`src/rtl/dvv_ap_fifo.sv`:
```
// rtl/dvv_ap_fifo.sv - broadcast FIFO: one producer fanned out to SUBS subscribers over shared storage
// Optional lossy mode: define DVV_AP_FIFO_DROP_EN (adds drop_cnt port, drops oldest entry per full subscriber)
module dvv_ap_fifo #(
    parameter int DW    = 8,
    parameter int DEPTH = 8,
    parameter int SUBS  = 2
) (
    input  logic                                clk,
    input  logic                                rst,
    input  logic [DW-1:0]                       wr_data,
    input  logic                                wr_valid,
    output logic                                wr_ready,
    input  logic [SUBS-1:0]                     sub_en,
    output logic [SUBS*DW-1:0]                  rd_data,
    output logic [SUBS-1:0]                     rd_valid,
    input  logic [SUBS-1:0]                     rd_ready,
    output logic [SUBS*($clog2(DEPTH)+1)-1:0]   rd_level
`ifdef DVV_AP_FIFO_DROP_EN
    ,
    output logic [SUBS*16-1:0]                  drop_cnt
`endif
);

    localparam int PW = $clog2(DEPTH);
    localparam int CW = PW + 1;

    logic [DW-1:0]   mem_q    [DEPTH];
    logic [PW-1:0]   wr_ptr_q, wr_ptr_d;
    logic [PW-1:0]   rd_ptr_q [SUBS];
    logic [PW-1:0]   rd_ptr_d [SUBS];
    logic [CW-1:0]   cnt_q    [SUBS];
    logic [CW-1:0]   cnt_d    [SUBS];
    logic [SUBS-1:0] full;
    logic [SUBS-1:0] rd_fire;
    logic            wr_fire;
`ifdef DVV_AP_FIFO_DROP_EN
    logic [15:0]     drop_q   [SUBS];
    logic [15:0]     drop_d   [SUBS];
`endif

    // Per-subscriber status from registered counts only
    always_comb begin
        full     = '0;
        rd_valid = '0;
        rd_level = '0;
        for (int i = 0; i < SUBS; i++) begin
            full[i]                = sub_en[i] && (cnt_q[i] == CW'(DEPTH));
            rd_valid[i]            = sub_en[i] && (cnt_q[i] != '0);
            rd_level[i*CW +: CW]   = cnt_q[i];
        end
    end

    // Fall-through read data, forced to zero while the subscriber has nothing valid
    always_comb begin
        rd_data = '0;
        for (int i = 0; i < SUBS; i++) begin
            if (rd_valid[i]) begin
                rd_data[i*DW +: DW] = mem_q[rd_ptr_q[i]];
            end
        end
    end

`ifdef DVV_AP_FIFO_DROP_EN
    assign wr_ready = 1'b1;
`else
    assign wr_ready = ~|full;
`endif
    assign wr_fire = wr_valid & wr_ready;
    assign rd_fire = rd_valid & rd_ready;

    // Pointer/count next state; disabled subscribers shadow the write pointer so they start empty
    always_comb begin
        wr_ptr_d = wr_fire ? wr_ptr_q + PW'(1) : wr_ptr_q;
        for (int i = 0; i < SUBS; i++) begin
            rd_ptr_d[i] = rd_ptr_q[i];
            cnt_d[i]    = cnt_q[i];
`ifdef DVV_AP_FIFO_DROP_EN
            drop_d[i]   = drop_q[i];
`endif
            if (!sub_en[i]) begin
                cnt_d[i]    = '0;
                rd_ptr_d[i] = wr_ptr_d;
            end else begin
                if (rd_fire[i]) begin
                    rd_ptr_d[i] = rd_ptr_q[i] + PW'(1);
                end
                if (wr_fire && !rd_fire[i]) begin
`ifdef DVV_AP_FIFO_DROP_EN
                    if (full[i]) begin
                        rd_ptr_d[i] = rd_ptr_q[i] + PW'(1);
                        if (drop_q[i] != 16'hFFFF) begin
                            drop_d[i] = drop_q[i] + 16'd1;
                        end
                    end else begin
                        cnt_d[i] = cnt_q[i] + CW'(1);
                    end
`else
                    cnt_d[i] = cnt_q[i] + CW'(1);
`endif
                end else if (!wr_fire && rd_fire[i]) begin
                    cnt_d[i] = cnt_q[i] - CW'(1);
                end
            end
        end
    end

`ifdef DVV_AP_FIFO_DROP_EN
    // Expose the per-subscriber drop counters
    always_comb begin
        drop_cnt = '0;
        for (int i = 0; i < SUBS; i++) begin
            drop_cnt[i*16 +: 16] = drop_q[i];
        end
    end
`endif

    // State registers, cleared asynchronously
    always_ff @(posedge clk or posedge rst) begin
        if (rst) begin
            wr_ptr_q <= '0;
            for (int i = 0; i < SUBS; i++) begin
                rd_ptr_q[i] <= '0;
                cnt_q[i]    <= '0;
`ifdef DVV_AP_FIFO_DROP_EN
                drop_q[i]   <= '0;
`endif
            end
        end else begin
            wr_ptr_q <= wr_ptr_d;
            for (int i = 0; i < SUBS; i++) begin
                rd_ptr_q[i] <= rd_ptr_d[i];
                cnt_q[i]    <= cnt_d[i];
`ifdef DVV_AP_FIFO_DROP_EN
                drop_q[i]   <= drop_d[i];
`endif
            end
        end
    end

    // Shared storage, not reset
    always_ff @(posedge clk) begin
        if (wr_fire) begin
            mem_q[wr_ptr_q] <= wr_data;
        end
    end

endmodule
```
`config.mk`:
```
export PLATFORM = sky130hd
export DESIGN_NAME = dvv_ap_fifo
export DESIGN_NICKNAME = d
export VERILOG_FILES = /design/src/rtl/dvv_ap_fifo.sv
export SDC_FILE = /design/constraint.sdc
export NUM_CORES = 1
export LEC_CHECK = 0
export CAP_MARGIN = 20
export CELL_PAD_IN_SITES_DETAIL_PLACEMENT = 0
export CELL_PAD_IN_SITES_GLOBAL_PLACEMENT = 1
export CORE_ASPECT_RATIO = 0.5
export CORE_MARGIN = 1.5
export CORE_UTILIZATION = 44
export CTS_BUF_LIST = sky130_fd_sc_hd__clkbuf_4 sky130_fd_sc_hd__clkbuf_8 sky130_fd_sc_hd__clkbuf_16
export DETAILED_ROUTE_END_ITERATION = 12
export HOLD_SLACK_MARGIN = 0.06
export PLACE_DENSITY_LB_ADDON = 0.1
export RECOVER_POWER = 25
export SLEW_MARGIN = 20
export SYNTH_ARGS = -nofsm -noshare
export SYNTH_HDL_FRONTEND = slang
export SYNTH_SLANG_ARGS = --single-unit
```
`constraint.sdc`:
```
create_clock -name clk -period 3.3 [get_ports clk]
set_clock_uncertainty 0.1 [all_clocks]
set_input_delay 0.66 -clock clk [delete_from_list [all_inputs] [get_ports clk]]
set_output_delay 0.66 -clock clk [all_outputs]
set_load 0.005 [all_outputs]
```
==> flow_summary.ini <==
[critical_path]
cp.required_ns = 2.54
cp.arrival_ns = 2.32
crit_slowest_cell = or3_1
start_kind = flip-flop
crit_fanout = 9
path_buf_inv = 1
path_cells = or3_1 -> o21ai_4 -> nor2_1 -> clkdlybuf4s50_1
r2r_start = rd_level[6]$_DFFE_PP0P_
cp_top_family = simple AND/OR/NAND/NOR gates
critPathLaunch = rd_level[6]$_DFFE_PP0P_
crit_path_end_kind = primary output
max_stage_delay_ns = 0.52
crit_type = reg2out

[detailed_routing]
drt-total-wl_um = 9530
vias_per_cell = 5.46
routed-via-count = 2666
drt-initial-drc-count = 151
drc = 0
first_pass_iters = 4
antenna_left = 0
wire_per_inst_um = 19.5

[hold_path]
hold_class = reg2reg
hp-start = rd_level[2]$_DFFE_PP0P_

[logic_synthesis]
synthesis.nets = 308
ys_types = 43
ys_seq_area_share_pct = 55.3
syn_inst = 284
synth_warnings = 0
async_reset_ff_share_pct = 21.0
ys_seq_elements = 81
syn_avg_cell_area_um2 = 14.9
synth_edf_count = 64
synth_flop_cell = edfxtp_1
syn-cell-area_um2 = 4250

[global_route]
antenna_found_initial = 0
grt_max_degree = 19
grt_util_met3_pct = 4.95
grt_overflow = 0
grt_pass1_wl_um = 15200
use_met1_pct = 27.5
first_global_vias = 2787
grtUsageMet2_pct = 34.1
gr-max-usage-layer = met2
grt.total_usage_pct = 20.7

[timing]
fin_setup_tns_ns = 0
tightest_slew_ns = 0.692
layout_worst_path_cycle_share_pct = 93.4
hold_violations = 0
fin_crit_ns = 3.08
rsz0062_at_grt = no
setup_violations = 0
max_freq_mhz = 324
drv_slew = 0
slew_headroom_pct = 53.9

[floorplanning]
die_w_um = 142
num_rows = 25
io_pins = 42
initial_core_util_pct = 45.1
core_area_um2 = 9420
die_h_um = 72.5
dieArea_um2 = 10300

[placed_design]
placed_area_um2 = 4970
post-dp-hpwl_um = 6470
gp_congestion = 0.773
place_inst = 473
io_buffers = 41

[layout]
diodes = 0
fin_util_pct = 55.8
drive_above_1_share_pct = 24.4
syn2layout_area_growth_pct = 23.8
fillers = 767
fin_area_um2 = 5260
nets = 373
fin_cells = 488

[clock_tree]
cts_buffers = 9
cts.path.max_buffers = 2
ctsHoldBuffers = 0
clock_latency_ns = 0.34
clk_pin_slew_worst_paths_ns = 0.06
post-cts-setup-buffers = 0
cts_tree = yes
ctsRootBufferMaster = clkbuf_16
h-tree-depth = 3
clock-sinks = 81
cts-resized-gates = 0

[pwr]
vdd_drop_max_v = 0.000375
leakagePower_nw = 1.96
power_density_nw_per_um2 = 875

[outcome]
status = finished, final reports clean

[job]
max_cap_violations = 0
[per-stage QoR]
step | power (W) | setup slack (ns) | hold WS [ns]
floorplan | 0.00291 | 0.393 | 0.430
global placement | 0.00361 | 0.129 | 0.498
detailed placement | 0.00368 | 0.0224 | 0.501
CTS | 0.00465 | 0.186 | 0.509
global route | 0.00491 | 0.0396 | 0.561
finish | 0.00460 | 0.218 | 0.510
[synthesized netlist by cell type, types with 2 or more instances]
cell type	number	share of area (%)
buf_2	9	1.1
o21ai_0	2	0.24
nand2_1	15	1.3
mux4_2	32	17
a21o_1	2	0.35
o21ai_4	3	1.1
o21ai_1	2	0.24
nor2_1	25	2.2
o31a_1	2	0.41
clkbuf_1	2	0.18
nand3_1	4	0.47
and2_1	2	0.29
buf_1	4	0.35
dfrtp_1	17	10
ha_1	7	2.1
mux2i_1	25	5.9
a21oi_1	12	1.4
nand2b_1	3	0.44
or3_1	6	0.88
xnor2_1	2	0.41
fa_1	2	0.94
inv_1	13	1.1
edfxtp_1	64	45
xor2_1	6	1.2
nor3_1	4	0.47
nor2_2	2	0.29
[layer usage]
metal  up-vias  routed length, um
met3         9                419
met2        61               4560
met5         -                  0
met1      1369               4440
met4         0                109
li1       1227                  -
[worst register-to-register path, cell delays in order (launching register included)]
cell     delay, ns
dfrtp_1       0.44
or3_1         0.52
nand2_1       0.19
nand2_1       0.07
a21oi_1       0.21
inv_1         0.10
ha_1          0.28
a21o_1        0.17
a21oi_1       0.27
nand3_1       0.12
and3_1        0.19
o31a_1        0.27
[cells in the final DEF (no fill, tap or decap), types with 2 or more instances in the layout]
master	n
edfxtp_1	64
clkdlybuf4s50_1	35
mux4_2	32
buf_4	28
nor2_1	25
mux2i_1	25
dfrtp_1	17
nand2_1	15
inv_1	13
a21oi_1	12
clkbuf_16	9
ha_1	7
or3_1	6
xor2_1	6
dlygate4sd3_1	6
nand3_1	4
nor3_1	4
o21ai_4	3
nand2b_1	3
a21o_1	2
and2_1	2
o31a_1	2
o21ai_0	2
xnor2_1	2
nor2_2	2
o21ai_1	2
fa_1	2
clkinvlp_4	2
[worst paths after layout]
kind / end / slack [ns] / cells past startpoint
worst min register to register: rd_level[2]$_DFFE_PP0P_ / 0.51 / 2
worst max-delay path: rd_data[11] / 0.22 / 4
worst max register to register: rd_level[7]$_DFFE_PP0P_ / 0.27 / 11
min in group asynchronous: rd_ptr_q[3]$_DFFE_PP0P_ / 0.63 / 2
worst min-delay path: rd_level[2]$_DFFE_PP0P_ / 0.51 / 2
max in group asynchronous: rd_ptr_q[1]$_DFFE_PP0P_ / 2.03 / 2
[power breakdown]
group / total, W / leakage, nW / switching (W) / internal (W)
Combinational: 0.00210 / 1.03 / 0.000987 / 0.00111
Sequential: 0.00154 / 0.791 / 0.000213 / 0.00132
Clock: 0.000970 / 0.136 / 0.000382 / 0.000588
[final cells by class]
class                           count  area [um2]  area share, %
Sequential cell                    81        2350           44.6
Multi-Input combinational cell    174        1780           33.8
Timing Repair Buffer               69         621           11.8
Clock buffer                       10         233           4.43
Tap cell                          135         169           3.21
Clock inverter                      5        57.6           1.09
Inverter                           14        52.6           1.00
[flip-flops by register name, summed over array words and instances, names as in the netlist]
name	count
wr_ptr_q	3
mem_q	64
rd_ptr_q	6
rd_level	8
[kinds of logic (layout without fill, tap and decap cells)]
kind of cell | count (synthesis) | count (layout) | share of synthesized area (%)
flip-flops | 81 | 81 | 55.3
AND/OR/NAND/NOR | 65 | 65 | 7.22
multiplexers | 59 | 59 | 23.8
AO/OA/AOI/OAI | 33 | 33 | 6.25
buffers and inverters | 29 | 98 | 2.83
adder cells (fa/ha/maj) | 9 | 9 | 3.01
XOR/XNOR | 8 | 8 | 1.65
(Power assumes the default switching activity.)
